**config.mk**
```make
export PLATFORM = sky130hd
export DESIGN_NAME = bcd_xs3_seq
export DESIGN_NICKNAME = d
export VERILOG_FILES = /design/src/rtl/bcd_pkg.sv /design/src/rtl/bcd_to_excess3.sv /design/src/rtl/bcd_xs3_seq.sv
export SDC_FILE = /design/constraint.sdc
export NUM_CORES = 1
export LEC_CHECK = 0
export CAP_MARGIN = 10
export CORE_ASPECT_RATIO = 1.75
export CORE_MARGIN = 8
export CORE_UTILIZATION = 25
export CTS_BUF_LIST = sky130_fd_sc_hd__clkbuf_4 sky130_fd_sc_hd__clkbuf_8 sky130_fd_sc_hd__clkbuf_16
export DETAILED_ROUTE_END_ITERATION = 8
export GPL_ROUTABILITY_DRIVEN = 0
export PLACE_DENSITY = 0.44
export RECOVER_POWER = 25
export SLEW_MARGIN = 30
export SYNTH_ARGS = -nofsm -noshare
export SYNTH_HDL_FRONTEND = slang
export SYNTH_HIERARCHICAL = 1
export SYNTH_SLANG_ARGS = --single-unit
```
**constraint.sdc**
```tcl
create_clock -name clk -period 1.8 [get_ports clk]
set_input_delay 0.27 -clock clk [delete_from_list [all_inputs] [get_ports clk]]
set_output_delay 0.27 -clock clk [all_outputs]
set_load 0.05 [all_outputs]
```
**src/rtl/bcd_pkg.sv**
```systemverilog
// Shared types and constants for the BCD to Excess-3 datapath.
package bcd_pkg;

  typedef enum logic [1:0] {
    IDLE = 2'd0,
    CONV = 2'd1,
    DONE = 2'd2
  } state_t;

  localparam logic [3:0] XS3_INVALID = 4'h0;
  localparam logic [3:0] BCD_MAX     = 4'd9;

  function automatic logic bcd_digit_ok(input logic [3:0] d);
    return (d <= BCD_MAX);
  endfunction

endpackage

```
**src/rtl/bcd_to_excess3.sv**
```systemverilog
// Single-digit BCD to Excess-3 converter; non-BCD codes map to the invalid marker.
module bcd_to_excess3
  import bcd_pkg::*;
(
  input  logic [3:0] bcd_i,
  output logic [3:0] xs3_o
);

  always_comb begin
    xs3_o = bcd_digit_ok(bcd_i) ? (bcd_i + 4'd3) : XS3_INVALID;
  end

endmodule

```
**src/rtl/bcd_xs3_seq.sv**
```systemverilog
// Multi-digit BCD to Excess-3 sequencer: one digit per cycle through a shared converter.
module bcd_xs3_seq
  import bcd_pkg::*;
#(
  parameter int unsigned DIGITS = 4
) (
  input  logic                  clk,
  input  logic                  rst_n,
  input  logic                  in_valid,
  output logic                  in_ready,
  input  logic [4*DIGITS-1:0]   in_bcd,
  output logic                  out_valid,
  input  logic                  out_ready,
  output logic [4*DIGITS-1:0]   out_xs3,
  output logic                  out_err,
  output logic                  busy
);

  localparam int unsigned W  = 4 * DIGITS;
  localparam int unsigned CW = (DIGITS > 1) ? $clog2(DIGITS) : 1;
  localparam logic [CW-1:0] LAST = CW'(DIGITS - 1);

  state_t          state_q, state_d;
  logic [CW-1:0]   cnt_q, cnt_d;
  logic            err_q, err_d;
  logic [W-1:0]    src_q, src_d;
  logic [W-1:0]    res_q, res_d;

  logic [3:0]      conv_xs3;
  logic [3:0]      digit_xs3;
  logic            nib_ok;
  logic            accept;
  logic [W-1:0]    nib_ext;

  bcd_to_excess3 u_conv (
    .bcd_i (src_q[3:0]),
    .xs3_o (conv_xs3)
  );

  assign nib_ok    = bcd_digit_ok(src_q[3:0]);
  assign digit_xs3 = nib_ok ? conv_xs3 : XS3_INVALID;
  assign in_ready  = rst_n && (state_q == IDLE);
  assign accept    = in_valid && in_ready;

  always_comb begin
    state_d = state_q;
    cnt_d   = cnt_q;
    err_d   = err_q;
    src_d   = src_q;
    res_d   = res_q;
    // Converted nibble enters at the top so digit 0 ends in [3:0] after DIGITS shifts.
    nib_ext = '0;
    nib_ext[W-4 +: 4] = digit_xs3;
    unique case (state_q)
      IDLE: begin
        if (accept) begin
          state_d = CONV;
          cnt_d   = '0;
          err_d   = 1'b0;
          src_d   = in_bcd;
          res_d   = '0;
        end
      end
      CONV: begin
        src_d = src_q >> 4;
        res_d = (res_q >> 4) | nib_ext;
        err_d = err_q | ~nib_ok;
        if (cnt_q == LAST) begin
          state_d = DONE;
        end else begin
          cnt_d = cnt_q + 1'b1;
        end
      end
      DONE: begin
        if (out_ready) begin
          state_d = IDLE;
        end
      end
      default: state_d = IDLE;
    endcase
  end

  always_ff @(posedge clk) begin
    if (!rst_n) begin
      state_q <= IDLE;
      cnt_q   <= '0;
      err_q   <= 1'b0;
    end else begin
      state_q <= state_d;
      cnt_q   <= cnt_d;
      err_q   <= err_d;
    end
  end

  always_ff @(posedge clk) begin
    if (!rst_n) begin
      src_q <= '0;
      res_q <= '0;
    end else begin
      src_q <= src_d;
      res_q <= res_d;
    end
  end

  assign out_valid = (state_q == DONE);
  assign busy      = (state_q != IDLE);
  assign out_xs3   = res_q;
  assign out_err   = err_q;

endmodule

```
Word-level counts from Yosys, hierarchy flattened
Index checks and enable logic that the tools add are counted.
Widths: inputs -> output; s select.
{"block": "classes", "addsub": 2, "magnitude_cmp": 1, "n_eq_ne": 7, "mux": 14, "bitwise_logic": 3, "n_reduce_logical": 8}
{"op": "$pmux 16 s2", "n": 2}
{"op": "$mux 16", "n": 2}
{"op": "$or 12x16->16", "n": 1}
{"op": "$mux 2", "n": 5}
{"op": "$ne 2x2->1 const B", "n": 3}
{"op": "$pmux 2 s3", "n": 1}
{"op": "$reduce_and 3->1", "n": 2}
{"op": "$add 4x2->4 const B", "n": 1}
{"op": "$eq 2x2->1 const B", "n": 2}
{"op": "$le 4x4->1 const B", "n": 1}
{"op": "$mux 4", "n": 1}
{"op": "$pmux 2 s2", "n": 1}
{"op": "$reduce_bool 2->1", "n": 2}
{"op": "$add 2x1->2 const B", "n": 1}
{"op": "$eq 2x1->1 const B", "n": 1}
{"op": "$logic_and 1x1->1", "n": 2}
{"op": "$logic_not 2->1", "n": 1}
{"op": "$ne 2x1->1 const B", "n": 1}
{"op": "$pmux 1 s2", "n": 1}
{"op": "$reduce_and 2->1", "n": 1}
{"op": "$mux 1", "n": 1}
{"op": "$not 1->1", "n": 1}
{"op": "$or 1x1->1", "n": 1}
{"block": "word_totals", "ff_bits": 37, "inputBits": 20, "word_cells": 40}

Longest topological paths before layout
{"block": "logic_depth", "word_depth": 5, "ltp_mapped": 5, "depth_no_buf": 5}

By module
The synthesis kept the hierarchy.
{"module": "bcd_xs3_seq", "n_inst": 1, "cells_each": 166, "area_each_um2": 1639.1, "seq_area_each_um2": 740.7}
{"module": "bcd_to_excess3", "n_inst": 1, "cells_each": 14, "area_each_um2": 107.6, "seq_area_each_um2": 0.0}

Least setup slack after synthesis
Ideal clock, no wire load.
{"block": "synth_path", "path_kind": "register to output", "start": "register state_q[0]", "end": "output port in_ready", "arrival_ns": 1.657, "required_time_ns": 1.530, "slack_ns": -0.127, "stages_incl_launch_ff": 5, "path_cell_list": "dfxtp_1 > buf_6 > buf_6 > or2_2 > nor2_1"}
{"block": "synth_between", "elab_chain_cells": 2}
{"item": "start: declaration", "line_no": "bcd_xs3_seq.sv:23", "rtl": "state_t state_q, state_d;"}
{"item": "start signal: assignment", "line_no": "bcd_xs3_seq.sv:89", "rtl": "state_q <= state_d;"}
{"item": "$logic_not 2->1", "line_no": "bcd_xs3_seq.sv:42", "rtl": "assign in_ready = rst_n && (state_q == IDLE);"}
{"item": "$logic_and 1x1->1", "line_no": "bcd_xs3_seq.sv:42"}
{"item": "end: declaration", "line_no": "bcd_xs3_seq.sv:10", "rtl": "output logic in_ready,"}
No other way between the ends.

Worst setup path in the final report
{"block": "layout_path", "start": "register res_q[0] (netlist: out_xs3[0])", "end": "output port out_xs3[0]"}
{"item": "start: declaration", "line_no": "bcd_xs3_seq.sv:27", "rtl": "logic [W-1:0] res_q, res_d;"}
{"item": "start signal: assignment", "line_no": "bcd_xs3_seq.sv:101", "rtl": "res_q <= res_d;"}
{"item": "end: declaration", "line_no": "bcd_xs3_seq.sv:14", "rtl": "output logic [4*DIGITS-1:0] out_xs3,"}
No word-level cell between the ends.

==> reports/results.ini <==
[run_status]
status=finished, final reports clean

[yosys]
avgSynthCellArea_um2=9.70
ys_ff_latch=37
yosys-mux-area-fraction=0.00573
synth-seq-area-share=0.424
synth_simple_gate_area_frac=0.194
netlist_top_cells_area=dfxtp_1 (42%), o221a_1 (7.7%), a22oi_1 (7.3%)
synth_cells=180
synthAdderAreaFrac=0.0215
yosysWarnings=6
synthXorXnorAreaFrac=0
synth_nets=203
synth_compound_area_frac=0.264
yosys.area.top_type_share=0.424
synth_top_family_by_area=compound AO/OA/AOI/OAI gates
synth_top_area_cell=dfxtp_1
synth_area_um2=1750
ys_types=32

[grt]
antenna_found_initial=0
grtUsageMet3=0.0290
grt_pass1_vias=1521
grtUsageMet2=0.161
grt.total_usage=0.0958
grt_overflow_total=0
grt_pass1_wl_um=7610
grtUsageMet1=0.105
grt-busiest-layer=met2
grt_max_degree=29

[worst_setup_path]
critical_path_class=flop to primary output
critical-path-top-delay-family=buffers and inverters
cp_max_fo=2
cp-start-kind=flop
critical_path.max_stage_delay_ps=800
arrival_ps=1420
critPathBufInv=1
cp_data_required_time_ps=1530
worstPathCellList=clkdlybuf4s50_1
cpMaxStageDelayCell=clkdlybuf4s50_1
critPathCaptureType=primary output

[clock_network]
clk_path_buf_depth=2
cts_buffers=5
clkLatencyLatePin_ps=280
cts_tree=built
ctsResizeCount=0
htreeDepth=2
cts.clk_slew.worst_paths_ps=60
postCtsSetupBuffers=0
cts-root-buf=clkbuf_16
clock-sinks=37
ctsHoldBuffers=0

[pwr]
swShare=0.250
clkPwrFrac=0.447
p_leak_nw=0.883
internal_power_w=0.00170
irDropWorstVdd_mv=0.440
total_power_w=0.00227
p_sw_w=0.000568
p_per_area_nw_per_um2=975
power_frac_comb=0.155
power_frac_seq=0.398

[drt]
postRouteAntennaNets=0
drt_iter0_drc=131
wl_per_cell_um=15.4
vias=1446
viasPerCell=4.74
drcViolationCount=0
dr.pass1.iters=4
drt_wl_total_um=4690

[timing]
fin_setup_tns_ps=0
finalCritPeriodShare=0.939
period_needed_ps=1690
rsz0062_at_grt=false
finClkSkew_ps=7.12
relSlewSlack=0.592
worstMarginPinSlew_ps=614
setup_viol=0
hold_violations=0
fmax_mhz=592
drv_slew=0

[layout]
seqCellArea_um2=741
instances_no_fill=305
area_growth_pct=33.2
multi_input_area_um2=851
layout.nets=243
antenna_cells=0
drive_gt1_frac=0.167
n_fill_cell=741

[die]
core_area_um2=6810
die_x_um=79.2
pin_count=40
die_h_um=127
rows=40
die_area_um2=10000
start_util=0.257

[min_path]
hold_class=flop to flop

[placed_design]
portBuffers=39
dpl.hpwl_um=3330
post-place-cells=297

[job]
drv_cap=0

[kinds of logic (layout without fill, tap and decap cells)]
| family | after synthesis | after routing |
|---|---|---|
| buffers and inverters | 22 | 63 |
| AO/OA/AOI/OAI | 56 | 56 |
| multiplexers | 1 | 1 |
| adder cells (fa/ha/maj) | 3 | 3 |
| flip-flops | 37 | 37 |
| AND/OR/NAND/NOR | 61 | 61 |
[layout by cell type (no fill, tap or decap), drive strengths merged, types with 2 or more instances in the layout]
cell	Yosys	routed
a21oi	16	16
a22oi	17	17
a31oi	2	2
a32o	4	4
buf	13	12
clkbuf	2	19
clkdlybuf4s50	0	22
dfxtp	37	37
ha	3	3
inv	7	7
nand2	2	2
nand2b	3	3
nand3	2	2
nor2	33	33
nor2b	14	14
nor3b	2	2
o21bai	2	2
o221a	12	12
[through the flow]
step	setup WS (ps)	util	cell area (um2)	hold WS (ps)
2_1_floorplan	102	-	1750	418
3_3_place_gp	55.4	0.324	2200	481
3_5_place_dp	31.8	0.324	2200	487
4_1_cts	95.0	0.349	2370	496
5_1_grt	71.8	0.342	2330	521
6_report	110	0.342	2330	485
[power groups by stage]
| stage | clock network [W] | registers, W | logic (W) |
|---|---|---|---|
| detailed placement | 0 | 0.000921 | 0.000365 |
| finish | 0.00101 | 0.000903 | 0.000353 |
| global route | 0.00108 | 0.000910 | 0.000384 |
| floorplan | 0 | 0.000937 | 0.000225 |
| global placement | 0 | 0.000921 | 0.000364 |
| CTS | 0.00104 | 0.000903 | 0.000368 |
[layout make-up]
type / instances / area share
clock buffer: 6 / 0.0570
clock inverter: 2 / 0.0167
inverter: 7 / 0.0113
multi-input combinational: 121 / 0.366
sequential: 37 / 0.318
tap: 84 / 0.0452
timing repair buffer: 48 / 0.186
[final timing paths]
path	slack, ps	end	startpoint	cells past startpoint
worst max-delay path	110	out_xs3[0]	out_xs3[0]$_SDFFE_PN0P_	1
worst min register to register	480	out_err$_SDFFE_PN0P_	out_err$_SDFFE_PN0P_	2
worst min-delay path	480	out_err$_SDFFE_PN0P_	out_err$_SDFFE_PN0P_	2
worst max register to register	250	src_q[3]$_SDFFE_PN0P_	state_q[0]$_SDFFE_PN0P_	4
[state kept, by name, summed over array words and instances (netlist names)]
signal	flops
out_err	1
out_xs3	16
cnt_q	2
state_q	2
src_q	16
[metal layers]
| layer | wire length (um) | up-vias |
|---|---|---|
| met2 | 2380 | 27 |
| met3 | 246 | 6 |
| met4 | 72 | 0 |
| met5 | 0 | - |
| li1 | - | 731 |
| met1 | 2000 | 682 |
[Yosys cell counts, drive strengths merged]
cell type / number
a32o: 4
nor3b: 2
nand3: 2
nor2b: 14
ha: 3
or2: 1
a31oi: 2
nand3b: 1
nor4b: 1
dfxtp: 37
nand2: 2
o21bai: 2
a22oi: 17
nor2: 33
clkbuf: 2
nor3: 1
inv: 7
o31ai: 1
o21ai: 1
nand2b: 3
o221a: 12
o22ai: 1
mux2i: 1
and3: 1
a21oi: 16
buf: 13
No activity file was read; power rests on OpenSTA's default activity.
